`config.mk`:
```
export PLATFORM = sky130hd
export DESIGN_NAME = ifmap_fetch
export DESIGN_NICKNAME = d
export VERILOG_FILES = /design/src/rtl/ifmap_fetch_pkg.sv /design/src/rtl/sync_fifo.sv /design/src/rtl/ifmap_fetch.sv
export SDC_FILE = /design/constraint.sdc
export NUM_CORES = 1
export LEC_CHECK = 0
export ABC_AREA = 0
export CAP_MARGIN = 20
export CORE_UTILIZATION = 25
export CTS_CLUSTER_DIAMETER = 200
export CTS_CLUSTER_SIZE = 40
export DETAILED_ROUTE_END_ITERATION = 8
export DONT_BUFFER_PORTS = 1
export PLACE_DENSITY_LB_ADDON = 0.15
export SLEW_MARGIN = 20
export SYNTH_ARGS = -nofsm -noshare
export SYNTH_HDL_FRONTEND = slang
export SYNTH_SLANG_ARGS = --single-unit
```
`constraint.sdc`:
```
create_clock -name clk -period 18.5 [get_ports clk]
set_clock_uncertainty 0.2 [all_clocks]
set_input_delay 3.7 -clock clk [delete_from_list [all_inputs] [get_ports clk]]
set_output_delay 3.7 -clock clk [all_outputs]
set_load 0.02 [all_outputs]
```
`src/rtl/ifmap_fetch_pkg.sv`:
```
// Shared definitions for the input-feature-map fetch block.
// Holds the parameter defaults, the fetch FSM state type and the
// cfg_ci-to-word-count mapping used when a fetch is started.
package ifmap_fetch_pkg;

   localparam int unsigned DEF_DATA_W     = 64;
   localparam int unsigned DEF_ADDR_W     = 32;
   localparam int unsigned DEF_FIFO_DEPTH = 8;

   // Width of the issued/consumed word counters (max total is 16384).
   localparam int unsigned CNT_W = 15;

   typedef enum logic [1:0] {
      IDLE  = 2'd0,
      FETCH = 2'd1,
      DRAIN = 2'd2
   } state_t;

   // Words per feature map: 2048 << cfg_ci (2048/4096/8192/16384).
   function automatic logic [CNT_W-1:0] ci_words(input logic [1:0] ci);
      return CNT_W'(2048) << ci;
   endfunction

endpackage

```
`src/rtl/sync_fifo.sv`:
```
// Show-ahead synchronous FIFO used as the feature-word staging buffer.
// Ports:
//   clk, rst  : clock, synchronous active-high reset (clears pointers/count)
//   push_i    : write data_i this cycle
//   data_i    : write data
//   pop_i     : remove head word this cycle (ignored when empty)
//   data_o    : head word, 0 when empty
//   valid_o   : buffer not empty
//   count_o   : number of stored words
module sync_fifo
   import ifmap_fetch_pkg::*;
#(
   parameter int unsigned DATA_W = DEF_DATA_W,
   parameter int unsigned DEPTH  = DEF_FIFO_DEPTH,
   localparam int unsigned PTR_W = $clog2(DEPTH),
   localparam int unsigned OCC_W = PTR_W + 1
) (
   input  logic              clk,
   input  logic              rst,
   input  logic              push_i,
   input  logic [DATA_W-1:0] data_i,
   input  logic              pop_i,
   output logic [DATA_W-1:0] data_o,
   output logic              valid_o,
   output logic [OCC_W-1:0]  count_o
);

   logic [DATA_W-1:0] mem_q [DEPTH];
   logic [PTR_W-1:0]  wr_ptr_q, rd_ptr_q;
   logic [OCC_W-1:0]  count_q;
   logic              do_push, do_pop;

   assign do_pop  = pop_i && (count_q != '0);
   // A push into a full buffer is only legal when the head leaves the same cycle.
   assign do_push = push_i && ((count_q != OCC_W'(DEPTH)) || do_pop);

   always_ff @(posedge clk) begin
      if (do_push) begin
         mem_q[wr_ptr_q] <= data_i;
      end
   end

   always_ff @(posedge clk) begin
      if (rst) begin
         wr_ptr_q <= '0;
         rd_ptr_q <= '0;
         count_q  <= '0;
      end else begin
         if (do_push) wr_ptr_q <= wr_ptr_q + PTR_W'(1);
         if (do_pop)  rd_ptr_q <= rd_ptr_q + PTR_W'(1);
         case ({do_push, do_pop})
            2'b10:   count_q <= count_q + OCC_W'(1);
            2'b01:   count_q <= count_q - OCC_W'(1);
            default: count_q <= count_q;
         endcase
      end
   end

   assign valid_o = (count_q != '0);
   // Storage is not reset, so the head is masked while empty.
   assign data_o  = valid_o ? mem_q[rd_ptr_q] : '0;
   assign count_o = count_q;

endmodule

```
`src/rtl/ifmap_fetch.sv`:
```
// Input-feature-map fetch engine. On start it reads 2048<<cfg_ci words from
// consecutive addresses beginning at base_addr, stages returns in a show-ahead
// buffer for the convolution controller, and pulses done once every word has
// been consumed. Requests are credit-limited so the buffer can never overflow.
// Ports:
//   clk, rst             : clock, synchronous active-high reset
//   start, cfg_ci,
//   base_addr            : fetch request and its configuration (sampled in IDLE)
//   mem_req, mem_addr,
//   mem_ready            : read request handshake
//   mem_rvalid, mem_rdata: in-order read returns
//   read_I               : downstream pop strobe
//   Idata, idata_valid   : head-of-buffer word and valid flag
//   busy, done           : fetch in progress / one-cycle completion pulse
module ifmap_fetch
   import ifmap_fetch_pkg::*;
#(
   parameter int unsigned DATA_W     = DEF_DATA_W,
   parameter int unsigned FIFO_DEPTH = DEF_FIFO_DEPTH,
   parameter int unsigned ADDR_W     = DEF_ADDR_W
) (
   input  logic              clk,
   input  logic              rst,
   input  logic              start,
   input  logic [1:0]        cfg_ci,
   input  logic [ADDR_W-1:0] base_addr,
   output logic              mem_req,
   output logic [ADDR_W-1:0] mem_addr,
   input  logic              mem_ready,
   input  logic              mem_rvalid,
   input  logic [DATA_W-1:0] mem_rdata,
   input  logic              read_I,
   output logic [DATA_W-1:0] Idata,
   output logic              idata_valid,
   output logic              busy,
   output logic              done
);

   localparam int unsigned OCC_W = $clog2(FIFO_DEPTH) + 1;
   localparam logic [ADDR_W-1:0] ADDR_STEP = ADDR_W'(DATA_W / 8);

   state_t            state_q, state_d;
   logic [CNT_W-1:0]  total_q, total_d;
   logic [CNT_W-1:0]  issued_q, issued_d;
   logic [CNT_W-1:0]  consumed_q, consumed_d;
   logic [OCC_W-1:0]  outst_q, outst_d;
   logic [ADDR_W-1:0] addr_q, addr_d;

   logic [OCC_W-1:0]  fifo_count;
   logic [OCC_W:0]    inflight;
   logic              fire, rsp_ok, pop;

   // Buffered plus in-flight words bound the buffer occupancy. While a request
   // stalls this sum cannot grow (a return moves a word from outstanding into
   // the buffer), so mem_req stays asserted until accepted.
   assign inflight = {1'b0, fifo_count} + {1'b0, outst_q};
   assign mem_req  = (state_q == FETCH) && (inflight < (OCC_W+1)'(FIFO_DEPTH))
                     && (issued_q < total_q);
   assign fire     = mem_req && mem_ready;
   assign rsp_ok   = mem_rvalid && (outst_q != '0);
   assign pop      = read_I && idata_valid;

   always_comb begin
      state_d    = state_q;
      total_d    = total_q;
      issued_d   = issued_q;
      consumed_d = consumed_q;
      addr_d     = addr_q;
      done       = 1'b0;

      if (pop) consumed_d = consumed_q + CNT_W'(1);

      case (state_q)
         IDLE: begin
            if (start) begin
               total_d    = ci_words(cfg_ci);
               addr_d     = base_addr;
               issued_d   = '0;
               consumed_d = '0;
               state_d    = FETCH;
            end
         end
         FETCH: begin
            if (fire) begin
               issued_d = issued_q + CNT_W'(1);
               addr_d   = addr_q + ADDR_STEP;
            end
            if (issued_q == total_q) state_d = DRAIN;
         end
         DRAIN: begin
            if (consumed_q == total_q) begin
               done    = 1'b1;
               state_d = IDLE;
            end
         end
         default: state_d = IDLE;
      endcase

      case ({fire, rsp_ok})
         2'b10:   outst_d = outst_q + OCC_W'(1);
         2'b01:   outst_d = outst_q - OCC_W'(1);
         default: outst_d = outst_q;
      endcase
   end

   always_ff @(posedge clk) begin
      if (rst) begin
         state_q    <= IDLE;
         total_q    <= '0;
         issued_q   <= '0;
         consumed_q <= '0;
         outst_q    <= '0;
         addr_q     <= '0;
      end else begin
         state_q    <= state_d;
         total_q    <= total_d;
         issued_q   <= issued_d;
         consumed_q <= consumed_d;
         outst_q    <= outst_d;
         addr_q     <= addr_d;
      end
   end

   sync_fifo #(
      .DATA_W (DATA_W),
      .DEPTH  (FIFO_DEPTH)
   ) u_buf (
      .clk     (clk),
      .rst     (rst),
      .push_i  (rsp_ok),
      .data_i  (mem_rdata),
      .pop_i   (pop),
      .data_o  (Idata),
      .valid_o (idata_valid),
      .count_o (fifo_count)
   );

   assign mem_addr = addr_q;
   assign busy     = (state_q != IDLE);

endmodule

```
==> reports/results.tsv <==
stage	metric	value	unit
global_route	grt_max_degree	95	
pwr	p_clk_share	21.7	%
clock_tree	ctsResizeCount	0	
routing	drt_iter0_markers	747	
synth	syn_nets	1521	
sta	finalHoldViolCount	0	
routing	drt-met1-wl	26200	um
critical_path	cp.required	14.60	ns
global_route	antenna_found_initial	0	
routing	routed_wl	60100	um
clock_tree	cts_hold_buf	0	
critical_path	endpoint_kind	primary output	
routing	dr.pass1.iters	4	
placed_design	dp_slack	11.19	ns
synth	ys_ff_latch	597	
clock_tree	h-tree-depth	1	
clock_tree	cts_buffers	18	
critical_path	startpoint_type	flop	
placed_design	port_buffers	0	
synth	yosysWarnings	0	
pwr	p_seq_share	56.4	%
pwr	powerDensity	104	nW/um^2
routing	post-route-drc-count	0	
floorplanning	start_util	25.3	%
routing	met3WireLength	3860	um
floorplanning	die_h	312	um
critical_path	cp_data_arrival_time	3.87	ns
synth	synth_area	24000	sq um
pwr	p_sw_share	31.5	%
layout	final_cell_count_no_fill	2645	
synth	async_flop_share	0	%
floorplanning	dieArea	97400	sq um
critical_path	cp_max_fo	50	
global_route	gr-total-overflow	0	
sta	setup_ws	10.73	ns
floorplanning	die_x	312	um
clock_tree	cts_sinks	597	
clock_tree	clock_latency	0.59	ns
routing	wl_met2	29000	um
clock_tree	cts_tree	built	
synth	synth_edf_count	512	
layout	nNetsFinal	1492	
synth	synth_ff_type	edfxtp_1	
sta	tightest_slew	1.06	ns
outcome	status	finished, final reports clean	
routing	maxUsedRoutingLayer	met4	
pwr	leakagePower	0.00760	uW
pwr	ir_worst_vdd	0.0821	mV
floorplanning	core_area	95200	sq um
synth	ys_seq_area_share	71.0	%
routing	vias	12100	
hold_path	hold_class	flop to flop	
sta	relSlewSlack	29.3	%
floorplanning	io_pins	204	
sta	rsz0062_at_grt	false	
critical_path	timing_worst_setup_path_type	flop to primary output	
floorplanning	row_count	113	
pwr	power_frac_comb	21.9	%
clock_tree	path_clk_slew	0.16	ns
synth	synth_cell_types	64	
layout	area_growth	8.71	%
synth	avgSynthCellArea	17.2	sq um
pwr	switching_power	855	uW
job	maxCapViolations	0	
routing	wl_per_cell	22.7	um
layout	drive_gt1_share	14.2	%
sta	tns	0	ns
placed_design	place.gp.congestion	0.778	
routing	antenna_left	0	
clock_tree	cts_root_buf	clkbuf_16	
layout	fin_util	27.5	%
sta	slew_viol_final	0	
sta	setup_violations	0	
placed_design	dp_hpwl	34600	um
clock_tree	postCtsSetupBuffers	0	
global_route	grt_pass1_wl	88900	um
sta	max_clock_freq	129	MHz
sta	finalCriticalPeriod	7.77	ns
pwr	internal-power	1860	uW
sta	min_period_over_period	42.0	%
global_route	grt_usage	12.1	%
routing	drt-vias-per-instance	4.59	
global_route	grt_pass1_vias	12900	
synth	netlist_instances	1396	
placed_design	post-place-cells	2611	
clock_tree	cts_buffer_depth	3	
registers in the layout (all words and copies together) (netlist names), named ones only:
register and count:
state_q 2, outst_q 4, u_buf.mem_q 512, consumed_q 15, total_q 4, issued_q 15, u_buf.wr_ptr_q 3, u_buf.count_o 4
mem_addr 32, u_buf.rd_ptr_q 3
cell families (layout without fill, tap and decap cells):
family	after synthesis	in the layout	share of synthesized area (%)
DFF	597	597	71.0
and+or+nand+nor	294	294	5.99
muxes	196	196	14.8
AOI/OAI and AO/OA	158	158	4.25
buffers and inverters	104	87	1.79
xor gates and xnor gates	26	26	0.947
adders and majority gates	21	21	1.16
other	0	1	0
per-stage QoR:
stage	hold WS (ns)	cell area [sq um]	total power, uW
after floorplan	0.253	24000	2000
after global placement	0.263	25600	2190
after detailed placement	0.273	25600	2190
after CTS	0.294	26100	2790
after global routing	0.315	26100	2850
final	0.292	26100	2710
metal layers:
layer	vias up	track usage (%)
li1	5441	-
met1	6439	15.5
met2	224	20.6
met3	38	3.55
met4	0	2.17
met5	-	0
critical path, stage by stage (launching register included):
cell     delay (ns)
dfxtp_4        0.70
buf_4          0.76
buf_4          0.78
mux4_2         0.34
mux2i_1        0.07
nor2_1         0.59
final cells by class:
class	instances	area, sq um
well taps	1265	1580
diodes	1	2.50
clock buffers	30	495
multi-input cells	695	6600
repair buffers	24	225
clock inverters	2	21.3
fillers	9519	69000
inverters	31	116
flip-flops and latches	597	17100
layout by cell type, fill, tap and decap left out, types with 4 or more instances in the layout:
master and n:
buf_4 21, xor2_1 14, or3_1 8, nand4_1 15
mux2i_1 67, nor2_4 6, o22ai_1 4, o21ai_0 28
nand2b_1 5, and2_1 6, nand2_1 46, a31oi_1 6
edfxtp_1 512, nand3_1 28, a21o_1 7, xnor2_1 12
or4_1 9, a22o_1 8, nor3_1 12, nor4_1 8
and4_1 6, clkbuf_16 18, dfxtp_1 82, mux4_2 128
inv_1 31, a21oi_1 55, clkbuf_1 12, o2bb2ai_1 5
a211oi_1 6, o31ai_1 13, and3_1 13, nor2_1 112
ha_1 19
power groups by stage:
stage          clock network, uW  registers (uW)  logic, uW
4_1_cts                      628            1530        625
3_3_place_gp                   0            1560        623
3_5_place_dp                   0            1560        624
2_1_floorplan                  0            1530        470
6_report                     588            1530        596
5_1_grt                      657            1540        656
final timing paths:
path | end | depth (start not counted) | from | slack, ns
worst max-delay path | Idata[8] | 5 | flop | 10.73
worst min-delay path | consumed_q[1] | 2 | consumed_q[1] | 0.29
worst max register to register | u_buf.count_o[3] | 10 | u_buf.count_o[3] | 14.51
worst min register to register | consumed_q[1] | 2 | consumed_q[1] | 0.29
synth_stat cells, types with 3 or more instances:
| cell type | instances | area (sq um) |
|---|---|---|
| edfxtp_1 | 512 | 15400 |
| mux4_2 | 128 | 2880 |
| nor2_1 | 118 | 443 |
| dfxtp_1 | 85 | 1700 |
| mux2i_1 | 67 | 671 |
| a21oi_1 | 55 | 275 |
| nand2_1 | 46 | 173 |
| clkbuf_1 | 40 | 150 |
| inv_1 | 31 | 116 |
| o21ai_0 | 29 | 145 |
| nand3_1 | 28 | 140 |
| buf_2 | 20 | 100 |
| ha_1 | 19 | 238 |
| nand4_1 | 15 | 93.8 |
| nor3_1 | 14 | 70.1 |
| xor2_1 | 14 | 123 |
| and3_1 | 13 | 81.3 |
| o31ai_1 | 13 | 97.6 |
| xnor2_1 | 12 | 105 |
| buf_1 | 10 | 37.5 |
| nor4_1 | 9 | 56.3 |
| or4_1 | 9 | 67.6 |
| a22o_1 | 8 | 70.1 |
| or3_1 | 8 | 50.1 |
| a21o_1 | 7 | 52.6 |
| a211oi_1 | 6 | 45.0 |
| a31oi_1 | 6 | 37.5 |
| and2_1 | 6 | 37.5 |
| and4_1 | 6 | 52.6 |
| nand2b_1 | 6 | 37.5 |
| o2bb2ai_1 | 5 | 43.8 |
| o22ai_1 | 4 | 25.0 |
| a41o_1 | 3 | 30.0 |
| nor2b_1 | 3 | 18.8 |
| o31a_1 | 3 | 26.3 |
| o32ai_1 | 3 | 26.3 |
Note: power is estimated with default switching activity, not from simulation.
